--- src/rtl/mmio_uart_tx.sv ---
// Memory-mapped UART transmitter. TXDATA writes are queued in a FIFO, and the
// queued bytes are sent 8N1, LSB first, on o_tx. DIVISOR sets the bit period.
module mmio_uart_tx #(
  parameter int FIFO_DEPTH  = 16,
  parameter int DEFAULT_DIV = 433
) (
  input  logic        i_clk,
  input  logic        i_rst_n,
  input  logic [29:0] i_addr,
  input  logic [31:0] i_data,
  input  logic        i_wren,
  input  logic [3:0]  i_mask,
  output logic [31:0] o_data,
  output logic        o_tx
);

  localparam int PTR_W = $clog2(FIFO_DEPTH);
  localparam int LVL_W = PTR_W + 1;
  localparam logic [LVL_W-1:0] LVL_FULL = LVL_W'(FIFO_DEPTH);

  typedef enum logic [1:0] {
    IDLE,
    START,
    DATA,
    STOP
  } state_t;

  logic [7:0]       r_fifo [FIFO_DEPTH];
  logic [PTR_W-1:0] r_wptr;
  logic [PTR_W-1:0] r_rptr;
  logic [LVL_W-1:0] r_level;
  logic             r_ovf;
  logic [15:0]      r_div;
  state_t           r_state;
  state_t           w_nextState;
  logic [7:0]       r_shift;
  logic [7:0]       w_shiftNext;
  logic [15:0]      r_period;
  logic [15:0]      r_cnt;
  logic [2:0]       r_bitIdx;
  logic             r_tx;
  logic             w_txNext;

  logic w_mapped;
  logic w_selTx;
  logic w_selStatus;
  logic w_selDiv;
  logic w_txWrite;
  logic w_ovfClear;
  logic w_divWrite;
  logic w_full;
  logic w_empty;
  logic w_push;
  logic w_pop;
  logic w_bitDone;
  logic w_busy;
  logic w_unused;

  // Only word addresses 0..2 are mapped; any upper address bit set means unmapped.
  assign w_mapped    = (i_addr[29:2] == 28'd0);
  assign w_selTx     = w_mapped && (i_addr[1:0] == 2'd0);
  assign w_selStatus = w_mapped && (i_addr[1:0] == 2'd1);
  assign w_selDiv    = w_mapped && (i_addr[1:0] == 2'd2);

  assign w_txWrite  = i_wren && i_mask[0] && w_selTx;
  assign w_ovfClear = i_wren && i_mask[0] && w_selStatus && i_data[3];
  assign w_divWrite = i_wren && w_selDiv;

  assign w_full    = (r_level == LVL_FULL);
  assign w_empty   = (r_level == '0);
  assign w_push    = w_txWrite && !w_full;
  assign w_pop     = (r_state == IDLE) && !w_empty;
  assign w_bitDone = (r_cnt == r_period);
  assign w_busy    = (r_state != IDLE);
  assign w_unused  = ^{i_data[31:16], i_mask[3:2]};

  always_ff @(posedge i_clk) begin
    if (w_push) begin
      r_fifo[r_wptr] <= i_data[7:0];
    end
  end

  // A write into a full FIFO is dropped even if the head pops on the same edge.
  always_ff @(posedge i_clk or negedge i_rst_n) begin
    if (!i_rst_n) begin
      r_wptr  <= '0;
      r_rptr  <= '0;
      r_level <= '0;
      r_ovf   <= 1'b0;
      r_div   <= 16'(DEFAULT_DIV);
    end else begin
      if (w_push) begin
        r_wptr <= r_wptr + 1'b1;
      end
      if (w_pop) begin
        r_rptr <= r_rptr + 1'b1;
      end
      if (w_push && !w_pop) begin
        r_level <= r_level + 1'b1;
      end else if (!w_push && w_pop) begin
        r_level <= r_level - 1'b1;
      end
      if (w_txWrite && w_full) begin
        r_ovf <= 1'b1;
      end else if (w_ovfClear) begin
        r_ovf <= 1'b0;
      end
      if (w_divWrite && i_mask[0]) begin
        r_div[7:0] <= i_data[7:0];
      end
      if (w_divWrite && i_mask[1]) begin
        r_div[15:8] <= i_data[15:8];
      end
    end
  end

  always_ff @(posedge i_clk or negedge i_rst_n) begin
    if (!i_rst_n) begin
      r_state <= IDLE;
    end else begin
      r_state <= w_nextState;
    end
  end

  always_comb begin
    w_nextState = r_state;
    case (r_state)
      IDLE:  if (!w_empty) w_nextState = START;
      START: if (w_bitDone) w_nextState = DATA;
      DATA:  if (w_bitDone && (r_bitIdx == 3'd7)) w_nextState = STOP;
      STOP:  if (w_bitDone) w_nextState = IDLE;
      default: w_nextState = IDLE;
    endcase
  end

  // The line level is derived from the upcoming state so o_tx changes on the same edge.
  always_comb begin
    w_shiftNext = r_shift;
    if (w_pop) begin
      w_shiftNext = r_fifo[r_rptr];
    end else if ((r_state == DATA) && w_bitDone) begin
      w_shiftNext = {1'b0, r_shift[7:1]};
    end
    w_txNext = 1'b1;
    case (w_nextState)
      START:   w_txNext = 1'b0;
      DATA:    w_txNext = w_shiftNext[0];
      default: w_txNext = 1'b1;
    endcase
  end

  // The period is latched at pop time so DIVISOR writes never disturb a frame in flight.
  always_ff @(posedge i_clk or negedge i_rst_n) begin
    if (!i_rst_n) begin
      r_shift  <= '0;
      r_period <= '0;
      r_cnt    <= '0;
      r_bitIdx <= '0;
      r_tx     <= 1'b1;
    end else begin
      r_shift <= w_shiftNext;
      r_tx    <= w_txNext;
      if (w_pop) begin
        r_period <= r_div;
        r_cnt    <= '0;
        r_bitIdx <= '0;
      end else if (r_state != IDLE) begin
        if (w_bitDone) begin
          r_cnt <= '0;
        end else begin
          r_cnt <= r_cnt + 1'b1;
        end
        if ((r_state == DATA) && w_bitDone) begin
          r_bitIdx <= r_bitIdx + 1'b1;
        end
      end
    end
  end

  always_comb begin
    o_data = '0;
    if (w_selStatus) begin
      o_data = {16'h0, 8'(r_level), 4'h0, r_ovf, w_empty, w_full, w_busy};
    end else if (w_selDiv) begin
      o_data = {16'h0, r_div};
    end
  end

  assign o_tx = r_tx;

endmodule

--- config.mk ---
export PLATFORM = sky130hd
export DESIGN_NAME = mmio_uart_tx
export DESIGN_NICKNAME = d
export VERILOG_FILES = /design/src/rtl/mmio_uart_tx.sv
export SDC_FILE = /design/constraint.sdc
export NUM_CORES = 1
export LEC_CHECK = 0
export ABC_AREA = 0
export CORE_UTILIZATION = 40
export DETAILED_ROUTE_END_ITERATION = 6
export PLACE_DENSITY_LB_ADDON = 0.3
export SLEW_MARGIN = 20
export SYNTH_ARGS = -nofsm -noshare
export SYNTH_HDL_FRONTEND = slang
export SYNTH_SLANG_ARGS = --single-unit
--- constraint.sdc ---
create_clock -name i_clk -period 4.5 [get_ports i_clk]
set_input_delay 0.675 -clock i_clk [delete_from_list [all_inputs] [get_ports i_clk]]
set_output_delay 0.675 -clock i_clk [all_outputs]
set_load 0.01 [all_outputs]
### Word-level counts from Yosys, hierarchy flattened

Memory sizes are Yosys's and may differ from the RTL's.
Cells that the tools add are included.

| word-level totals | value |
|---|---|
| bits in registers | 76 |
| bits in writable memories | 128 |
| output and inout bits | 33 |
| logic and storage cells | 83 |
| memories kept | 1 |

Memory list:

| memory | depth | bits a word | rd ports | clocked after memory_dff | wr ports | line | text |
|---|---|---|---|---|---|---|---|
| r_fifo | 16 | 8 | 1 | 0 | 1 | 28 | `logic [7:0] r_fifo [FIFO_DEPTH];` |

| operators by class | value |
|---|---|
| add/sub/neg operators | 6 |
| equality and inequality tests | 10 |
| multiplexer cells | 22 |
| reduce and logical (&&, ||, !) cells | 31 |

Operator list:

| operator | number |
|---|---|
| $mux 16 | 5 |
| $logic_not 28->1 | 1 |
| $logic_and 1x1->1 | 17 |
| $add 16x1->16 const B | 1 |
| $eq 16x16->1 | 1 |
| $mux 8 | 2 |
| $mux 5 | 2 |
| $reduce_bool 2->1 | 5 |
| $mux 3 | 3 |
| $add 4x1->4 const B | 2 |
| $eq 2x2->1 const B | 4 |
| $mux 2 | 4 |
| $pmux 2 s4 | 1 |
| $eq 2x1->1 const B | 3 |
| $add 5x1->5 const B | 1 |
| $eq 5x5->1 const B | 1 |
| $logic_not 5->1 | 1 |
| $sub 5x1->5 const B | 1 |
| $logic_not 1->1 | 4 |
| $logic_not 2->1 | 2 |
| $mux 1 | 4 |
| $add 3x1->3 const B | 1 |
| $eq 3x3->1 const B | 1 |
| $pmux 1 s2 | 1 |
| $reduce_and 2->1 | 1 |

### Longest topological paths before layout

Gate-level depths: netlist of the first run.

| depth | value |
|---|---|
| word-level depth | 8 |
| gate-level depth with buffers | 14 |

### Worst setup path before layout of the first run

No wires, ideal clock.

| timing | value |
|---|---|
| kind | input to register |
| from | input i_addr[10] |
| to | register r_level[4] |
| library setup time | 0.080 ns |
| arrival time | 3.160 ns |
| data required time | 4.420 ns |
| setup slack | 1.260 ns |
| stages on the path | 11 |
| path buffers | 0 |
| cells stage by stage | nor4_2 -> nand4_2 -> nor4_4 -> ha_1 -> inv_1 -> ha_1 -> nor2b_1 -> o21a_1 -> or3_1 -> a21oi_1 -> xnor2_1 |

| on the way | value |
|---|---|
| longest elaborated chain between the ends | 7 |
| elaborated cells between the ends (all ways) | 9 |

Ends and longest elaborated chain:

| item | line | text |
|---|---|---|
| start, declared | 9 | `input logic [29:0] i_addr,` |
| $logic_not 28->1 (*) | 60 | `assign w_mapped = (i_addr[29:2] == 28'd0);` |
| $logic_and 1x1->1 (*) | 61 | `assign w_selTx = w_mapped && (i_addr[1:0] == 2'd0);` |
| $logic_and 1x1->1 (*) | 65 | `assign w_txWrite = i_wren && i_mask[0] && w_selTx;` |
| $logic_and 1x1->1 (*) | 71 | `assign w_push = w_txWrite && !w_full;` |
| net w_push | 53 | `logic w_push;` |
| $logic_not 1->1 | 100 | `end else if (!w_push && w_pop) begin` |
| $logic_and 1x1->1 | 100 |  |
| $reduce_bool 2->1 (no line) | n/a |  |
| end signal, assigned | 99 | `r_level <= r_level + 1'b1;` |
| end signal, assigned | 101 | `r_level <= r_level - 1'b1;` |
| end, declared | 31 | `logic [LVL_W-1:0] r_level;` |

The timed path passes the listed nets; every way through them passes the cells marked *.
A chain may end at the register's enable or synchronous reset.

### Worst setup path in the final report of the first run

| timing | value |
|---|---|
| from | input i_addr[10] |
| to | output o_data[7] |

| on the way | value |
|---|---|
| longest elaborated chain between the ends | 4 |
| elaborated cells between the ends (all ways) | 5 |

Ends and longest elaborated chain:

| item | line | text |
|---|---|---|
| $logic_not 28->1 (*) | 60 |  |
| $logic_and 1x1->1 | 63 | `assign w_selDiv = w_mapped && (i_addr[1:0] == 2'd2);` |
| $mux 16 | 184 | `end else if (w_selDiv) begin` |
| $mux 16 (*) | 182 | `if (w_selStatus) begin` |
| end, declared | 13 | `output logic [31:0] o_data,` |

Every way passes the cells marked *; elsewhere a longest branch is shown, timed or not.

==> impl_summary.log, run 1 <==
[metrics] r2r setup slk: about 1200 ps
[metrics] most frequent cells in the layout: 128 x edfxtp_1, 91 x nand2_1, 70 x dfrtp_1
[metrics] quantity of hold-fixing buffers added after cts: 0
[metrics] Reg clk slew, reported paths: ~60 ps
[metrics] Max-slew headroom: 37.5%
[metrics] cell mode on critical path: clkdlybuf4s50_1
[metrics] commonest non-fill, non-tap cell in the layout: edfxtp_1
[metrics] post-synthesis to final-layout area growth: 18.8%
[metrics] number of buffers created by CTS: 22
[metrics] RSZ-0062 raised after global routing: no
[metrics] global-route usage over all layers: about 17%
[metrics] final-report max-slew violation count: 0
[metrics] maximum number of pins on one net before global-route repair: 77
[metrics] most used flip-flop cell after synthesis: edfxtp_1
[metrics] static leakage: 4.11 nW
[metrics] FP Rows: between 50 and 60
[metrics] clock latency at the later pin of the worst-skew pair: ~520 ps
[metrics] post-CTS sizing: 0
[metrics] I/O Pins: between 100 and 150
[metrics] startpoint of the worst-slack reg-to-reg timing path: r_level[0]
[metrics] Yosys warning total: 0
[metrics] average cell area after synthesis: 14.0 um2
[metrics] smallest setup slack after layout: ~860 ps
[metrics] post-synthesis instance area: a little over 9000 um2
[metrics] kind of path behind the tightest hold check: input port to asynchronous set/reset pin
[metrics] GRT Residual Overflow: 0
[metrics] CTS tree: built
[metrics] power density relative to cell area: 426 nW/um2
[metrics] number of buffer and inverter instances along the worst setup path: 3
[metrics] post-synthesis instance total: 650
[metrics] slowest cell delay on critical path: about 550 ps
[metrics] total cell area at the placement stage: 10000 um2
[metrics] critical path cell sequence: clkdlybuf4s50_1 -> nor4_2 -> nand4_2 -> nor4b_4 -> buf_4 -> and2_1 -> clkdlybuf4s50_1
[metrics] Filler Cells Inserted: approximately 1900
[metrics] Worst Reg-to-Reg Cells: 12
[metrics] number of diodes added for antenna fixing: 0
[metrics] number of iterations in the first detailed-routing pass: 6
[metrics] final non-filler cell area: 10800 um2
[metrics] pre-CTS worst setup slack: roughly 670 ps
[metrics] FFs w/ async S/R, synth: 37.3%
[metrics] area of the die: 23400 um2
[metrics] clock root buffer master: clkbuf_16
[metrics] area of the placeable core: between 20000 and 25000 um2
[metrics] CTS max path bufs: 3
[metrics] Crit Path Category: input port to primary output
[metrics] final routed wirelength across all metal layers: 19600 um
[metrics] data arrival at the endpoint of the critical path: 2970 ps
[metrics] final critical path time including I/O delays and setup: 3640 ps
[metrics] count of buffers inserted at the top-level ports: 67
[metrics] Hold Vio Cnt, Final: 0
[metrics] Setup crit start kind: input port
[metrics] via count of the routed design: ~5500
[metrics] DRC violation count after routing: 0
[metrics] Worst VDD drop: approximately 0.33 mV
[metrics] Seq cells post-synth: around 200
[metrics] Setup TNS: 0 ps
[metrics] share of the cycle needed by the critical path after routing: between 80% and 90%
[metrics] # nets final: 806
[metrics] number of cells in the finished layout apart from fillers: just over 1000
[metrics] sequential share of the synthesized area: 63.0%
[metrics] fraction of layout instances using a drive strength above 1: about 15%
[metrics] reg-to-reg critical path endpoint: r_level[4]
[metrics] Reg area: 5750 um2
[metrics] global-route wire length before repair: 31200 um
[metrics] CP Capture Type: primary output
[metrics] setup skew after layout: approximately 23 ps
[metrics] estimated wirelength of the detail-placed design: 13300 um
[metrics] Crit path required time: ~3800 ps
[metrics] final setup fails: 0
[metrics] combined area of the multi-input logic cells: between 3000 and 4000 um2
[metrics] cell total after placement: 978
[metrics] number of buffers added for setup after CTS: 0
[metrics] Antenna Nets Post-Route: 0
[metrics] starting utilization of the core area: between 40 and 50%
[metrics] stages on the worst setup path: 7
[metrics] via count of the first global-routing pass: 5729
[metrics] Chip Width: 153 um
[metrics] Highest Clock Rate: 0.275 GHz
[metrics] run status: finished, final reports clean
[metrics] floorplan die height: roughly 150 um
[metrics] final hold slack: 54.3 ps
[metrics] routability congestion estimate from global placement: about 0.85
[metrics] number of maximum-capacitance constraint violations: 0
[metrics] clock sink count: around 200
[metrics] library cells used by synthesis: 60
[metrics] average wire length per cell after detail routing: ~19 um
[metrics] Via density: 5.44
[metrics] highest fanout seen on the critical path: 18
[metrics] number of enable flip-flop cells after synthesis: about 130
[metrics] kind of cell adding the most delay to the critical path: buffers and inverters
[metrics] Max stage delay cell, worst path: clkdlybuf4s50_1
[metrics] transition time at the pin with the least slew margin: 933 ps
[metrics] initial antenna violation count: 0
[metrics] DRT iter0 DRCs: 358
[metrics] H-tree depth: 1
-- worst max-delay path by stage --
stage                    start          to  slack, ps
floorplan           i_addr[10]  r_level[4]       1260
CTS                  i_addr[9]   o_data[5]        830
finish              i_addr[10]   o_data[7]        860
detailed placement   i_addr[9]  r_level[4]        670
global placement    i_addr[17]  r_level[4]        750
global route        i_addr[18]   o_data[2]        740
-- synth_stat cells (all sizes together), types with 2 or more instances --
| cell type | count | area share [%] |
|---|---|---|
| buf | 30 | 2.2 |
| nor2b | 3 | 0.21 |
| xor2 | 22 | 2.1 |
| edfxtp | 128 | 42 |
| nand2b | 2 | 0.14 |
| nand4 | 8 | 0.62 |
| clkbuf | 17 | 0.70 |
| or3 | 4 | 0.27 |
| or2 | 2 | 0.14 |
| a22o | 10 | 0.96 |
| a22oi | 8 | 0.66 |
| nand2 | 91 | 3.7 |
| mux4 | 26 | 6.4 |
| inv | 16 | 0.66 |
| nor4b | 2 | 0.36 |
| a211oi | 6 | 0.49 |
| mux2 | 17 | 2.8 |
| and2 | 9 | 0.62 |
| and3 | 4 | 0.27 |
| a31oi | 8 | 0.55 |
| nor3 | 9 | 0.55 |
| xnor2 | 11 | 1.1 |
| nand3b | 2 | 0.16 |
| a21oi | 4 | 0.26 |
| o221a | 6 | 0.74 |
| o21ai | 19 | 1.0 |
| ha | 13 | 1.8 |
| o22ai | 6 | 0.41 |
| nand3 | 18 | 0.99 |
| nor2 | 25 | 1.1 |
| nor4 | 14 | 1.6 |
| o211ai | 3 | 0.25 |
| mux2i | 19 | 2.1 |
| dfrtp | 70 | 19 |
| dfstp | 6 | 1.7 |
-- cell type report --
| class | instances | share of cell area, % |
|---|---|---|
| Tap cell | 280 | 3.23 |
| Multi-Input combinational cell | 397 | 28.7 |
| Sequential cell | 204 | 53.1 |
| Clock buffer | 26 | 5.40 |
| Inverter | 17 | 0.589 |
| Timing Repair Buffer | 81 | 7.32 |
| Clock inverter | 11 | 1.69 |
-- state kept, by name, summed over array words and instances, names as in the netlist --
signal,count
r_ovf,1
r_period,16
r_cnt,16
r_div,16
r_wptr,4
r_level,5
o_tx,1
r_bitIdx,3
r_fifo,128
r_shift,8
r_state,2
r_rptr,4
-- stage by stage --
stage,utilization (%),power (W)
3_3_place_gp,45.4,0.00272
2_1_floorplan,-,0.00256
5_1_grt,49.1,0.00478
4_1_cts,48.9,0.00465
3_5_place_dp,45.4,0.00275
6_report,49.1,0.00461
-- metal layers --
| layer | track usage [%] | up-vias | share of wire [%] |
|---|---|---|---|
| met1 | 21.6 | 2829 | 42 |
| met2 | 30.1 | 134 | 52 |
| li1 | - | 2526 | - |
| met5 | 0 | - | 0 |
| met4 | 5.15 | 0 | 2.7 |
| met3 | 2.24 | 35 | 3.5 |
-- kinds of logic after synthesis --
kind of cell	share of synthesized area (%)
DFF	63.0
other	0.0411
xor gates and xnor gates	3.17
buffers and inverters	3.58
adders and majority gates	2.00
and+or+nand+nor	10.9
AOI/OAI and AO/OA	6.02
muxes	11.3
-- report_power, final --
group / switching [W] / internal [W]
logic: 0.000329 / 0.000259
registers: 0.0000755 / 0.00206
clock network: 0.000725 / 0.00116
total: 0.00113 / 0.00348
Note: power is estimated with default switching activity, not from simulation.
==> inputs of run 2 (changes only) <==
==> constraint.sdc (replaced) <==
create_clock -name i_clk -period 3.22 [get_ports i_clk]
set_input_delay 0.483 -clock i_clk [delete_from_list [all_inputs] [get_ports i_clk]]
set_output_delay 0.483 -clock i_clk [all_outputs]
set_load 0.01 [all_outputs]
==> impl_summary.log, run 2 (synthesis gave the netlist of run 1 again) <==
[metrics] DRT iter0 DRCs: between 300 and 400
[metrics] Setup crit start kind: input port
[metrics] cell total after placement: around 1000
[metrics] reg-to-reg critical path endpoint: r_level[4]
[metrics] share of the cycle needed by the critical path after routing: 94.3%
[metrics] global-route usage over all layers: 17.2%
[metrics] data arrival at the endpoint of the critical path: about 2600 ps
[metrics] area of the die: between 20000 and 25000 um2
[metrics] via count of the first global-routing pass: 5739
[metrics] RSZ-0062 raised after global routing: no
[metrics] Hold Vio Cnt, Final: 3
[metrics] flip-flop count of the largest register after layout: roughly 130
[metrics] Antenna Nets Post-Route: 0
[metrics] run status: finished with violations
[metrics] FP Rows: between 50 and 60
[metrics] # nets final: about 830
[metrics] transition time at the pin with the least slew margin: about 780 ps
[metrics] quantity of hold-fixing buffers added after cts: 0
[metrics] pre-CTS worst setup slack: -146 ps
[metrics] Most flops, register: r_fifo
[metrics] highest fanout seen on the critical path: 6
[metrics] count of buffers inserted at the top-level ports: 67
[metrics] estimated wirelength of the detail-placed design: around 13000 um
[metrics] smallest setup slack after layout: between 150 and 200 ps
[metrics] Worst Reg-to-Reg Cells: 11
[metrics] post-synthesis to final-layout area growth: 20.8%
[metrics] startpoint of the worst-slack reg-to-reg timing path: r_level[1]
[metrics] number of cells in the finished layout apart from fillers: ~1000
[metrics] Reg clk slew, reported paths: ~60 ps
[metrics] kind of path behind the tightest hold check: input port to asynchronous set/reset pin
[metrics] Crit Path Category: input port to primary output
[metrics] Finished Core Util: about half
[metrics] final setup fails: 0
[metrics] CTS max path bufs: 3
[metrics] static leakage: approximately 4.4 nW
[metrics] number of maximum-capacitance constraint violations: 0
[metrics] CP Capture Type: primary output
[metrics] H-tree depth: 1
[metrics] most frequent cells in the layout: 128 x edfxtp_1, 91 x nand2_1, 70 x dfrtp_1
[metrics] setup skew after layout: around 27 ps
[metrics] CP Capture Point: o_data[11]
[metrics] total cell area at the placement stage: ~10000 um2
[metrics] Highest Clock Rate: approximately 0.33 GHz
[metrics] maximum number of pins on one net before global-route repair: between 70 and 80
[metrics] routability congestion estimate from global placement: 0.817
[metrics] fraction of layout instances using a drive strength above 1: between 10% and 20%
[metrics] number of diodes added for antenna fixing: 0
[metrics] DRC violation count after routing: 0
[metrics] commonest non-fill, non-tap cell in the layout: edfxtp_1
[metrics] Via density: roughly 5.3
[metrics] number of buffers created by CTS: 22
[metrics] clock sink count: ~200
[metrics] clock root buffer master: clkbuf_16
[metrics] CTS tree: built
[metrics] number of iterations in the first detailed-routing pass: 5
[metrics] Crit path required time: 2740 ps
[metrics] power density relative to cell area: between 500 and 600 nW/um2
[metrics] average wire length per cell after detail routing: around 19 um
[metrics] GRT Residual Overflow: 0
[metrics] clock latency at the later pin of the worst-skew pair: about 530 ps
[metrics] Max-slew headroom: 47.4%
[metrics] global-route wire length before repair: roughly 31000 um
[metrics] final critical path time including I/O delays and setup: about 3000 ps
[metrics] area of the placeable core: 22100 um2
[metrics] CP startpoint: i_addr[17]
[metrics] floorplan die height: ~150 um
[metrics] Worst VDD drop: between 0.4 and 0.5 mV
[metrics] final non-filler cell area: ~11000 um2
[metrics] via count of the routed design: about 5600
[metrics] initial antenna violation count: 0
[metrics] final-report max-slew violation count: 0
[metrics] r2r setup slk: around 200 ps
[metrics] I/O Pins: ~100
[metrics] final hold slack: -6.23 ps
[metrics] Chip Width: 153 um
[metrics] final routed wirelength across all metal layers: 19800 um
[metrics] violations in the final reports: negative hold slack
[metrics] starting utilization of the core area: slightly above 40%
[run 2: changes by cell type in the layout (fill, tap and decap cells not counted), moves of 2 or more]
cell             change
clkinvlp_4           +2
clkbuf_1             +2
dlygate4sd2_1       +11
clkdlybuf4s50_1     -16
dlymetal6s2s_1       +5
buf_4               +26
clkinv_2             +4
[run 2: final cells by class]
cell class | instances | area [um2]
well taps | 280 | 350
clock buffers | 27 | 579
flip-flops and latches | 204 | 5750
clock inverters | 13 | 169
multi-input cells | 397 | 3110
repair buffers | 109 | 996
inverters | 17 | 63.8
fillers | 1880 | 11100
[run 2: per-stage QoR]
stage | setup TNS [ps] | power [W]
floorplan | 0 | 0.00357
global placement | -387 | 0.00381
detailed placement | -462 | 0.00386
CTS | 0 | 0.00644
global route | 0 | 0.00664
finish | 0 | 0.00638
[run 2: worst min path at each step]
stage	depth (start not counted)	end	slack, ps	from
2_1_floorplan	0	r_bitIdx[0]	190	i_rst_n
6_report	1	r_cnt[0]	-6	i_rst_n
4_1_cts	1	r_rptr[3]	160	i_rst_n
3_3_place_gp	2	r_period[5]	490	r_period[5]
5_1_grt	1	r_cnt[0]	50	i_rst_n
3_5_place_dp	1	r_ovf	490	r_ovf
[run 2: critical path, cell delays in order]
cell and delay (ps):
clkdlybuf4s50_1 440, nor4_4 300, nand4_2 150, buf_4 180
nor4b_4 290, buf_4 190, buf_4 110, a22o_1 140
dlygate4sd2_1 270
[run 2: where the power goes]
| group | switching [W] | internal, W |
|---|---|---|
| logic | 0.000477 | 0.000374 |
| clock network | 0.00104 | 0.00153 |
| registers | 0.0000762 | 0.00288 |
| total | 0.00159 | 0.00479 |
[run 2: what timing repair did]
action,CTS,global route
gates resized for setup,13,5
gates cloned,1,0
buffers inserted,2,2
setup endpoints to repair,13,5
pin swaps,2,0
[run 2: metal layers]
| metal | track usage, % | part of all wire (%) |
|---|---|---|
| met1 | 22.3 | 43 |
| met2 | 30.7 | 53 |
| met3 | 2.47 | 3.1 |
| met4 | 3.37 | 1.8 |
| met5 | 0 | 0 |
==> inputs of run 3 (changes only) <==
==> constraint.sdc (replaced) <==
create_clock -name i_clk -period 2.5 [get_ports i_clk]
set_input_delay 0.375 -clock i_clk [delete_from_list [all_inputs] [get_ports i_clk]]
set_output_delay 0.375 -clock i_clk [all_outputs]
set_load 0.01 [all_outputs]
==> impl_summary.log, run 3 (synthesis gave the netlist of run 1 again) <==
[metrics] global-route usage over all layers: a little under a fifth
[metrics] number of buffers created by CTS: 22
[metrics] RSZ-0062 raised after global routing: yes
[metrics] clock root buffer master: clkbuf_16
[metrics] area of the die: ~23000 um2
[metrics] fraction of layout instances using a drive strength above 1: 27.8%
[metrics] GRT Residual Overflow: 0
[metrics] final setup fails: 1
[metrics] number of iterations in the first detailed-routing pass: 5
[metrics] slowest cell delay on critical path: around 600 ps
[metrics] share of the cycle needed by the critical path after routing: 105%
[metrics] number of maximum-capacitance constraint violations: 0
[metrics] final hold slack: between 400 and 500 ps
[metrics] most frequent cells in the layout: 128 x edfxtp_1, 91 x nand2_1, 70 x dfrtp_1
[metrics] final routed wirelength across all metal layers: 20400 um
[metrics] initial antenna violation count: 0
[metrics] Max stage delay cell, worst path: or4_4
[metrics] Max-slew headroom: 49.6%
[metrics] transition time at the pin with the least slew margin: roughly 750 ps
[metrics] commonest non-fill, non-tap cell in the layout: edfxtp_1
[metrics] setup skew after layout: around 28 ps
[metrics] # nets final: ~870
[metrics] pre-CTS worst setup slack: -691 ps
[metrics] CP Capture Type: register
[metrics] Via density: roughly 5.3
[metrics] number of diodes added for antenna fixing: 0
[metrics] CTS max path bufs: 3
[metrics] critical path cell sequence: or4_4 -> nor2_4 -> nor4_4 -> ha_4 -> inv_4 -> ha_4 -> nor2b_4 -> o21a_1 -> or3_1 -> a21oi_2 -> xnor2_1
[metrics] violations in the final reports: negative setup slack
[metrics] Chip Width: roughly 150 um
[metrics] Antenna Nets Post-Route: 0
[metrics] final critical path time including I/O delays and setup: between 2000 and 3000 ps
[metrics] DRC violation count after routing: 0
[metrics] kind of cell adding the most delay to the critical path: simple AND/OR/NAND/NOR gates
[metrics] cell mode on critical path: ha_4
[metrics] floorplan die height: 153 um
[metrics] data arrival at the endpoint of the critical path: slightly above 3000 ps
[metrics] via count of the first global-routing pass: 6100
[metrics] post-synthesis to final-layout area growth: 24.9%
[metrics] power density relative to cell area: between 700 and 800 nW/um2
[metrics] flip-flop count of the largest register after layout: between 100 and 150
[metrics] H-tree depth: 1
[metrics] Reg clk slew, reported paths: about 60 ps
[metrics] DRT iter0 DRCs: around 350
[metrics] FP Rows: 54
[metrics] maximum number of pins on one net before global-route repair: 43
[metrics] area of the placeable core: about 22000 um2
[metrics] Most flops, register: r_fifo
[metrics] Setup crit start kind: register
[metrics] estimated wirelength of the detail-placed design: 14400 um
[metrics] final-report max-slew violation count: 0
[metrics] Crit Path Category: register to register
[metrics] clock latency at the later pin of the worst-skew pair: about 520 ps
[metrics] via count of the routed design: ~5700
[metrics] count of buffers inserted at the top-level ports: between 60 and 70
[metrics] Total Power Consumption: roughly 0.0085 W
[metrics] highest fanout seen on the critical path: 4
[metrics] average wire length per cell after detail routing: roughly 19 um
[metrics] kind of path behind the tightest hold check: input port to asynchronous set/reset pin
[metrics] Crit path required time: slightly below 3000 ps
[metrics] CTS tree: built
[metrics] Worst VDD drop: roughly 0.58 mV
[metrics] run status: finished with violations
[metrics] clock sink count: 204
[metrics] smallest setup slack after layout: -119 ps
[metrics] static leakage: around 4.5 nW
[metrics] Highest Clock Rate: approximately 0.38 GHz
[metrics] starting utilization of the core area: 41.3%
[metrics] I/O Pins: around 100
[metrics] global-route wire length before repair: roughly 33000 um
[metrics] number of buffer and inverter instances along the worst setup path: 1
[metrics] Finished Core Util: between 50% and 60%
[metrics] Hold Vio Cnt, Final: 0
[metrics] routability congestion estimate from global placement: roughly 0.86
==> run 3: what timing repair did <==
item,CTS,global route
cloned,1,1
buffers inserted,11,5
hold endpoints to repair,36,0
gates resized for setup,102,40
setup endpoints to repair,17,18
pin swaps,20,19
hold buffers,1,0
==> run 3: worst paths after layout <==
check / start / depth (start not counted) / to / slack, ps
min in group i_clk: i_data[9] / 2 / r_div[9] / 480
max: r_level[3] / 11 / r_level[4] / -120
max in group asynchronous: i_rst_n / 3 / o_tx / 1350
min: i_rst_n / 2 / r_rptr[0] / 410
max reg2reg: r_level[3] / 11 / r_level[4] / -120
min reg2reg: r_period[12] / 2 / r_period[12] / 500
==> run 3: metrics by stage <==
stage / std cells / instance area, um2 / TNS, ps
2_1_floorplan: 665 / 9260 / -394
3_3_place_gp: 1024 / 10500 / -37210
3_5_place_dp: 1024 / 10500 / -42890
4_1_cts: 1076 / 11400 / -179
5_1_grt: 1080 / 11400 / -297
6_report: 1080 / 11400 / -119
==> run 3: routing by layer <==
| metal | track usage (%) | routed length (um) | up-vias |
|---|---|---|---|
| met3 | 2.72 | 977 | 38 |
| met1 | 23.7 | 8590 | 2895 |
| met4 | 5.68 | 519 | 0 |
| met2 | 30.9 | 10300 | 165 |
| met5 | 0 | 0 | - |
| li1 | - | - | 2651 |
==> run 3: layout make-up <==
class / count / area [um2]
Sequential cell: 204 / 5750
Fill cell: 1798 / 10700
Clock inverter: 15 / 230
Timing Repair Buffer: 142 / 1180
Inverter: 17 / 71.3
Clock buffer: 25 / 562
Tap cell: 280 / 350
Multi-Input combinational cell: 397 / 3250
==> run 3: report_power, final <==
| part | leakage, nW | total (W) | switching (W) | internal (W) |
|---|---|---|---|---|
| Clock | 0.386 | 0.00349 | 0.00133 | 0.00215 |
| Combinational | 2.01 | 0.00124 | 0.000680 | 0.000558 |
| Sequential | 2.13 | 0.00380 | 0.0000821 | 0.00371 |
| Total | 4.52 | 0.00852 | 0.00210 | 0.00642 |
